### src/rtl/neuron_sequencer.sv
// Streaming single-neuron MAC: accumulates bias + sum(x*w) over a vector, then shifts and saturates.
// Optional ReLU on the output when NEURON_SEQUENCER_RELU_EN is defined.
module neuron_sequencer #(
   parameter int N     = 4,
   parameter int SHIFT = 4
) (
   input  logic              clk,
   input  logic              rst,
   input  logic              w_wr_en,
   input  logic [4:0]        w_addr,
   input  logic signed [7:0] w_data,
   input  logic              in_valid,
   output logic              in_ready,
   input  logic signed [7:0] in_x,
   input  logic              in_last,
   output logic              out_valid,
   input  logic              out_ready,
   output logic signed [7:0] out_data,
   output logic              count_err
);

   localparam int IW = $clog2(N);

   typedef enum logic [1:0] {IDLE, ACCUM, OUT} state_t;

   state_t                   state, state_nxt;
   logic [IW-1:0]            idx;
   logic signed [7:0]        w [N];
   logic signed [7:0]        bias;
   logic signed [20:0]       acc, acc_nxt;
   logic signed [15:0]       prod;
   logic                     accept, last_beat, idx_end;

   function automatic logic signed [7:0] sat8(input logic signed [20:0] v);
      if (v > 21'sd127)
         return 8'sd127;
      else if (v < -21'sd128)
         return -8'sd128;
      else
         return v[7:0];
   endfunction

   function automatic logic signed [7:0] shape(input logic signed [20:0] a);
      logic signed [20:0] sh;
      logic signed [7:0]  s;
      sh = a >>> SHIFT;
      s  = sat8(sh);
`ifdef NEURON_SEQUENCER_RELU_EN
      if (s < 0)
         s = '0;
`endif
      return s;
   endfunction

   // Weight read sees the registered value, so a same-cycle write is not yet visible
   assign prod = in_x * w[idx];

   always_comb begin
      state_nxt = state;
      in_ready  = (state != OUT);
      accept    = in_valid && in_ready;
      idx_end   = (idx == IW'(N - 1));
      last_beat = in_last || idx_end;
      count_err = accept && last_beat && (in_last != idx_end) && !rst;
      acc_nxt   = (state == IDLE) ? ({{13{bias[7]}}, bias} + {{5{prod[15]}}, prod})
                                  : (acc + {{5{prod[15]}}, prod});
      case (state)
         IDLE:    if (accept) state_nxt = last_beat ? OUT : ACCUM;
         ACCUM:   if (accept && last_beat) state_nxt = OUT;
         OUT:     if (out_valid && out_ready) state_nxt = IDLE;
         default: state_nxt = IDLE;
      endcase
   end

   always_ff @(posedge clk) begin
      if (rst)
         state <= IDLE;
      else
         state <= state_nxt;
   end

   always_ff @(posedge clk) begin
      if (rst) begin
         idx       <= '0;
         acc       <= '0;
         out_valid <= 1'b0;
         out_data  <= '0;
         bias      <= '0;
         for (int i = 0; i < N; i++)
            w[i] <= '0;
      end else begin
         if (w_wr_en) begin
            if (w_addr == 5'd16)
               bias <= w_data;
            else if (w_addr < 5'(N))
               w[w_addr[IW-1:0]] <= w_data;
         end
         if (accept) begin
            acc <= acc_nxt;
            idx <= last_beat ? '0 : idx + IW'(1);
            if (last_beat) begin
               out_valid <= 1'b1;
               out_data  <= shape(acc_nxt);
            end
         end
         if (out_valid && out_ready)
            out_valid <= 1'b0;
      end
   end

endmodule

### config.mk
export PLATFORM = sky130hd
export DESIGN_NAME = neuron_sequencer
export DESIGN_NICKNAME = d
export VERILOG_FILES = /design/src/rtl/neuron_sequencer.sv
export SDC_FILE = /design/constraint.sdc
export NUM_CORES = 1
export LEC_CHECK = 0
export CORE_UTILIZATION = 60
export CTS_CLUSTER_SIZE = 14
export DETAILED_ROUTE_END_ITERATION = 7
export GPL_TIMING_DRIVEN = 0
export MAX_ROUTING_LAYER = met4
export PLACE_DENSITY = 0.81
export SKIP_CTS_REPAIR_TIMING = 1
export SLEW_MARGIN = 20
export SYNTH_ARGS = -nofsm -noshare
export SYNTH_HDL_FRONTEND = slang
export SYNTH_SLANG_ARGS = --single-unit
### constraint.sdc
create_clock -name clk -period 11.58 [get_ports clk]
set_clock_uncertainty 0.2 [all_clocks]
set_input_delay 2.895 -clock clk [delete_from_list [all_inputs] [get_ports clk]]
set_output_delay 2.895 -clock clk [all_outputs]
set_load 0.03 [all_outputs]
# After elaboration in Yosys (flattened, before gate mapping)
# Memories as Yosys holds them, arrays and structs flattened. A register that Yosys moved wholly into a read port is not among the register bits.
# Index checks and enable logic that the tools add are counted.
[totals] mem_bits_rw=32 regBits=42 rom_bits=0 latchBits=0 mem_count=1 word_cells=57 output_inout_bits=11 in_bits=27
[classes] mux=21 n_div=0 n_mul=1 magnitude_cmp=3 n_bitwise=0 shift=0 n_eq_ne=9 reduce_logical=13 n_addsub=3
[mem_list] name="w" depth=4 word_bits=8 rd=1 rd_ports_with_merged_regs=1 wr=4 line_no="28" rtl="logic signed [7:0] w [N];"
[op_table] cell="$mux 8" count=3
[op_table] cell="$add 21x21->21" count=1
[op_table] cell="$mux 21" count=1
[op_table] cell="$add 8x16->17" count=1
[op_table] cell="$gt 17x8->1 const B" count=1
[op_table] cell="$lt 17x8->1 const B" count=1
[op_table] cell="$mul 8x8->16" count=1
[op_table] cell="$mux 2" count=8
[op_table] cell="$mux 1" count=8
[op_table] cell="$ne 2x2->1 const B" count=4
[op_table] cell="$reduce_or 8->1" count=1
[op_table] cell="$pmux 2 s3" count=1
[op_table] cell="$eq 5x5->1 const B" count=1
[op_table] cell="$logic_and 1x1->1" count=5
[op_table] cell="$lt 5x3->1 const B" count=1
[op_table] cell="$eq 2x2->1 const B" count=2
[op_table] cell="$reduce_and 2->1" count=2
[op_table] cell="$reduce_and 3->1" count=1
[op_table] cell="$add 2x1->2 const B" count=1
[op_table] cell="$eq 2x1->1 const B" count=1
[op_table] cell="$logic_not 2->1" count=1
[op_table] cell="$reduce_or 2->1" count=1
[op_table] cell="$logic_not 1->1" count=1
[op_table] cell="$logic_or 1x1->1" count=1
[op_table] cell="$ne 1x1->1" count=1

# Depth between registers and ports, before layout
# Gate-level depths: netlist of run 1.
[logic_depth] depth_word=8 depth_mapped=33 mapped_depth_nobuf=32

# Worst setup path before layout of run 1
# Ideal clock, no wire load.
[synth_timing] kind="input -> register" startpoint="input port in_x[0]" endpoint="register out_data[0]" path_slack_ns=2.107 arrival_time_ns=9.194 setup_time_ns=0.079 n_path_buf=0 required_ns=11.301 cell_stages=27 cell_sequence="or2_2 > fa_1 > fa_1 > inv_1 > fa_1 > inv_1 > fa_1 > inv_1 > ha_1 > a21oi_1 > o21bai_1 > a21oi_1 > nor2b_1 > o21a_1 > o21ai_0 > nand2_1 > a21oi_1 > xnor2_1 > ha_1 > nand2_1 > or4_4 > and3_4 > or4_4 > a31oi_4 > a41oi_2 > or2_1 > a211oi_2"
[synth_via] elab_chain_len=6 word_cells_on_any_way=8 classes_between="2 x add/sub; 1 x mul; 2 x order compare; 3 x mux"
[synth_lines] item="start: declaration" line_no="14" rtl="input logic signed [7:0] in_x,"
[synth_lines] item="$mul 8x8->16 *" line_no="56" rtl="assign prod = in_x * w[idx];"
[synth_lines] item="$add 21x21->21 / $add 8x16->17 (equally long branches)" line_no="66, 65"
[synth_lines] item="$mux 21 *" line_no="65" rtl="acc_nxt = (state == IDLE) ? ({{13{bias[7]}}, bias} + {{5{prod[15]}}, prod})"
[synth_lines] item="$lt 17x8->1" line_no="37" rtl="else if (v < -21'sd128)"
[synth_lines] item="$mux 8" line_no="37"
[synth_lines] item="$mux 8 *" line_no="35" rtl="if (v > 21'sd127)"
[synth_lines] item="end signal: assignment" line_no="103" rtl="out_data <= shape(acc_nxt);"
[synth_lines] item="end: declaration" line_no="18" rtl="output logic signed [7:0] out_data,"
# Every way passes the cells marked *; elsewhere a longest branch is shown, timed or not.
# A chain may end at the register's enable or synchronous reset.

# Final worst setup path of run 1
# Same ends and word-level chain as after synthesis.

==> metrics.txt, run 1 <==
result of the run=complete, no violations; # clock sinks=76; total routing resource utilization after global routing=0.282; fraction of registers with async set or reset after synthesis=0; Placeable Area=12100 um2; worst hold slack across all endpoints=0.270 ns; average size of a mapped cell=9.08 um2; CTS tree=done; Crit path top cell by count=fa_1; number of standard cells after synthesis=828; warnings from Yosys=0; CTS Buf Count=9; Min Clock Period, post-route=10.31 ns; footprint of the flip-flops and latches=1840 um2; share of the synthesized area in the top cell type=0.152; filler cell count in the final layout=953; top-count cell post-synth=inv_1; global placer's final weighted congestion=0.993; share of the synthesized netlist area taken by xor and xnor gates=0.0454; number of synthesized flops with an enable pin=32; most instantiated cells after synthesis=inv_1, nor2_1, ha_1, fa_1, nand2_1; portion of netlist area occupied by mux cells=0.0413; crit path capture type=flip-flop; final routed wire length divided by cell count=15.8 um; area overhead of the layout relative to synthesis=11.5%; antenna-violating nets left=0; placed wire-length estimate after detailed placement=13400 um; Remaining Overflow, GRT=0; number of antenna violations at the first check in global routing=0; pin count of the biggest net entering global routing=13; Die Span Y=114 um; Worst Setup Start Kind=primary input; Chip Width=114 um; clock slew at the register clock pins of the worst setup and hold paths=0.06 ns; number of antenna cells inserted=0; worst min-delay path category=flip-flop to flip-flop; crit path DAT=10.37 ns; number of max-capacitance violations reported=0; accumulated negative setup slack=0 ns; largest cells by area after synthesis=fa_1, edfxtp_1, dfxtp_1; category of the most critical setup path=primary input to flip-flop; TritonRoute pass-1 iters=5; DRC Markers=0; Max clock buf depth=2; vias=5960; number of buffers added on ports=37; num rows=40; area taken by multi-input logic gates=5180 um2; post-synthesis register bit count=76; number of library cell types mapped by synthesis=67; Top FF cell, synth=dfxtp_1; overall die area=13000 um2; achievable clock frequency=97.0 MHz; overall routed net length=16600 um; final-report setup violation count=0; starting density of the core=0.621; nets@finish=1030; Worst Tran Pin Value=0.948 ns; Post-Synth Simple-Gate Area=0.176; total I/O pin count=38; synthesized-area fraction occupied by ao, oa, aoi and oai cells=0.157; RSZ-0062 raised after global routing=no; via count of the first global-routing pass=6028; CP max-delay cell=or4_4; cell accounting for the most synthesized area=fa_1; clk_lat worst skew=0.34 ns; biggest fanout along the worst timing path=8; final clock period utilization by the worst path=0.891; adder and majority gate portion of the synthesized area=0.268; stage delay of the slowest cell on the critical path=0.57 ns; DRC marker count from the first detailed-route iteration=362; Root Driver=clkbuf_16; htree depth=3; via count normalized by instance count=5.68; layout cell share with drive strength beyond 1=0.0568; Rel. slew slack=0.363; main combinational cell family by area after synthesis=adder cells; required arrival time at the worst endpoint=11.64 ns; proportion of synthesized chip area in sequential cells=0.245; total standard cell area after synthesis=7520 um2; total count of hold-check failures in the final report=0; fin. max-slew vios=0; global-route wire length before repair=28100 um; Mapped Nets=982
==> cell families after synthesis <==
family | Yosys count
AND/OR/NAND/NOR | 269
adder cells (fa/ha/maj) | 127
multiplexers | 22
AO/OA/AOI/OAI | 161
XOR/XNOR | 39
buffers and inverters | 134
flip-flops | 76
==> registers in the layout (all words and copies together), names as in the netlist, named ones only <==
signal and flops:
state 2, out_data 8, bias 8, w 32, out_valid 1, acc 21
idx 2
==> cells in the final DEF (no fill, tap or decap), drive strengths merged, types with 13 or more instances in the layout <==
cell	synthesis	layout
nor3	14	14
mux2i	13	13
o21ai	27	27
xnor2	29	29
clkdlybuf4s50	0	37
a21oi	37	37
edfxtp	32	32
inv	115	115
clkbuf	16	27
dfxtp	44	44
nor2	100	100
a211oi	32	32
and2	46	46
fa	57	57
nand2	51	51
ha	70	70
or2	14	14
a21o	16	16
==> per-stage QoR <==
stage / area [um2] / std cells / setup WS, ns / util
floorplan: 7520 / 828 / 2.11 / -
global placement: 8100 / 1033 / 1.10 / 0.669
detailed placement: 8100 / 1033 / 0.934 / 0.669
CTS: 8390 / 1049 / 1.24 / 0.693
global route: 8390 / 1049 / 0.813 / 0.693
finish: 8390 / 1049 / 1.27 / 0.693
==> worst max-delay path, delay by kind of cell <==
family / cells / cell delay (ns)
AOI/OAI and AO/OA: 11 / 2.28
adders and majority gates: 6 / 2.83
xor gates and xnor gates: 1 / 0.14
and+or+nand+nor: 6 / 1.50
buffers and inverters: 4 / 0.71
==> worst paths after layout <==
check                           startpoint                       end  slack [ns]  depth (start not counted)
setup / recovery                   in_x[0]  out_data[0]$_SDFFE_PP0P_        1.27                         28
hold / removal    out_data[7]$_SDFFE_PP0P_  out_data[7]$_SDFFE_PP0P_        0.27                          2
setup reg to reg                 flip-flop  out_data[0]$_SDFFE_PP0P_        2.60                         30
hold reg to reg   out_data[7]$_SDFFE_PP0P_  out_data[7]$_SDFFE_PP0P_        0.27                          2
==> routing by layer <==
metal / share of wire / up-vias / GRT usage
li1: - / 2910 / -
met1: 0.44 / 2851 / 0.363
met2: 0.49 / 173 / 0.459
met3: 0.049 / 26 / 0.0425
met4: 0.022 / 0 / 0.0883
met5: 0 / - / -
==> cell type report <==
| type | instances | share of cell area |
|---|---|---|
| multi-input combinational | 618 | 0.617 |
| sequential | 76 | 0.220 |
| inverter | 115 | 0.0515 |
| timing repair buffer | 37 | 0.0442 |
| clock buffer | 11 | 0.0277 |
| tap | 168 | 0.0251 |
| buffer | 19 | 0.00850 |
| clock inverter | 5 | 0.00626 |
Power of run 1 is not shown: default switching activity piles up to over one toggle a cycle in this logic, so the estimate is an artifact.
==> run 2, diff against run 1 <==
--- a/config.mk
+++ b/config.mk
@@ -8,7 +8,6 @@
 export CORE_UTILIZATION = 60
 export CTS_CLUSTER_SIZE = 14
 export DETAILED_ROUTE_END_ITERATION = 7
-export GPL_TIMING_DRIVEN = 0
 export MAX_ROUTING_LAYER = met4
 export PLACE_DENSITY = 0.81
 export SKIP_CTS_REPAIR_TIMING = 1
==> run 2 against run 1 <==
Sequential cell count unchanged. Critical path depth unchanged. Sequential share of layout area rose by 0.099 points. Cell area fell by 0.45%. Critical endpoint is now out_data[6]$_SDFFE_PP0P_.
==> metrics.txt, run 2 (synthesis results as in run 1) <==
result of the run=complete, no violations; number of antenna violations at the first check in global routing=0 (unchanged); overall die area=13000 um2 (unchanged); Min Clock Period, post-route=10.24 ns (-0.0721 ns); htree depth=3 (unchanged); final clock period utilization by the worst path=0.884 (-0.00623); # clock sinks=76 (unchanged); largest reg by FF count=w; required arrival time at the worst endpoint=11.63 ns (about the same); fin. max-slew vios=0 (unchanged); vias=5960 (unchanged); hold endpoint=acc[2]$_SDFFE_PP0P_; commonest cells after routing, fill and taps aside=inv_1, nor2_1, ha_1, fa_1, nand2_1; worst min-delay path category=flip-flop to flip-flop; crit path capture type=flip-flop; Placeable Area=12100 um2 (unchanged); RSZ-0062 raised after global routing=no; largest registers ranked by flip-flop count=w (32), acc (21); Max clock buf depth=2 (unchanged); total routing resource utilization after global routing=0.291 (+0.00962); Critical R2R Capture=out_data[6]$_SDFFE_PP0P_; total I/O pin count=38 (unchanged); CTS Buf Count=9 (unchanged); biggest fanout along the worst timing path=8 (unchanged); accumulated negative setup slack=0 ns (unchanged); starting density of the core=0.621 (unchanged); pin count of the biggest net entering global routing=49 (+36); clock slew at the register clock pins of the worst setup and hold paths=0.06 ns (about the same); layout cell share with drive strength beyond 1=0.0613 (+0.00459); Worst Tran Pin Value=0.967 ns (+0.0183 ns); Worst Setup Start Kind=primary input; global-route wire length before repair=28700 um (+2.1%); final routed wire length divided by cell count=16.8 um (+6.0%); DRC marker count from the first detailed-route iteration=326 (-9.9%); global placer's final weighted congestion=0.948 (-4.6%); TritonRoute pass-1 iters=5 (unchanged); placed wire-length estimate after detailed placement=13300 um (-0.49%); via count normalized by instance count=5.78 (+1.6%); num rows=40 (unchanged); DRC Markers=0 (unchanged); final-report setup violation count=0 (unchanged); leading cell type in the layout, fill and taps excluded=inv_1; Die Span Y=114 um (unchanged); number of buffers added on ports=37 (unchanged); Remaining Overflow, GRT=0 (unchanged); number of antenna cells inserted=0 (unchanged); Chip Width=114 um (unchanged); antenna-violating nets left=0 (unchanged); crit path DAT=10.29 ns (-0.08 ns); area overhead of the layout relative to synthesis=11.0%; clk_lat worst skew=0.34 ns (about the same); via count of the first global-routing pass=6099 (+1.2%); Root Driver=clkbuf_16; filler cell count in the final layout=962 (+0.94%); hold-critical path depth=2 (unchanged); Worst R2R Setup Slack=2.84 ns (+0.24 ns); Rel. slew slack=0.356 (-0.00765); number of flip-flops under the largest register name=32 (unchanged); nets@finish=1013 (-1.7%); category of the most critical setup path=primary input to flip-flop; overall routed net length=17300 um (+4.2%); total count of hold-check failures in the final report=0 (unchanged); achievable clock frequency=97.6 MHz (+0.70%); hold_sp=acc[2]$_SDFFE_PP0P_; CTS tree=done; number of max-capacitance violations reported=0 (unchanged); count of cells along the worst register-to-register path=30 (unchanged)
## run 2: cell types whose count changed in the layout (fill, tap and decap cells not counted), sizes merged
cell,previous run,this run
bufinv,1,2
clkdlybuf4s50,37,36
clkinv,4,3
clkbuf,27,10
clkinvlp,0,1
## run 2: worst max-delay path, cell delays in order
cell and delay (ns):
clkdlybuf4s50_1 0.53, or2_2 0.36, fa_1 0.51, fa_1 0.55, inv_1 0.06, fa_1 0.54, inv_1 0.06, fa_1 0.53
inv_1 0.04, ha_1 0.31, a21oi_1 0.24, o21bai_1 0.10, a21oi_1 0.22, nor2b_1 0.08, o21a_1 0.18, o21ai_0 0.15
nand2_1 0.07, a21oi_1 0.17, xnor2_1 0.12, ha_1 0.22, or4_1 0.51, o32ai_1 0.35, xnor2_1 0.19, o211ai_1 0.15
nor4_1 0.38, a41oi_2 0.23, or2_1 0.29, a211oi_2 0.22
## run 2: through the flow
step                worst slack [ns]  utilization  instance area (um2)  hold WS, ns  cells
finish                          1.34        0.689                 8350        0.260   1032
detailed placement              1.08        0.664                 8040        0.253   1016
global route                   0.933        0.689                 8350        0.296   1032
global placement                1.25        0.664                 8040        0.251   1016
CTS                             1.38        0.689                 8350        0.264   1032
floorplan                       2.11            -                 7520        0.241    828
## run 2: worst max path at each step
stage / startpoint / endpoint / slack [ns] / cells past startpoint
finish: in_x[0] / out_data[6]$_SDFFE_PP0P_ / 1.34 / 28
global route: in_x[0] / out_data[6]$_SDFFE_PP0P_ / 0.93 / 28
CTS: in_x[0] / out_data[6]$_SDFFE_PP0P_ / 1.38 / 28
detailed placement: in_x[0] / out_data[5]$_SDFFE_PP0P_ / 1.08 / 28
global placement: in_x[0] / out_data[0]$_SDFFE_PP0P_ / 1.25 / 28
floorplan: in_x[0] / out_data[0]$_SDFFE_PP0P_ / 2.11 / 27
## run 2: metal layers
metal	routed length (um)	global-route usage	share of wire	vias to the layer above
li1	-	-	-	2897
met4	251	0.0857	0.014	0
met3	742	0.0409	0.043	33
met1	7640	0.357	0.44	2868
met5	0	-	0	-
met2	8680	0.501	0.50	162
## run 2: cell type report
type / instances / area (um2) / share of cell area
clock inverters: 6 / 80.1 / 0.00959
clock buffers: 10 / 229 / 0.0274
repair buffers: 39 / 380 / 0.0455
multi-input cells: 618 / 5180 / 0.620
flip-flops and latches: 76 / 1840 / 0.221
well taps: 168 / 210 / 0.0252
inverters: 115 / 432 / 0.0517
Power of run 2 is left out for the same reason.
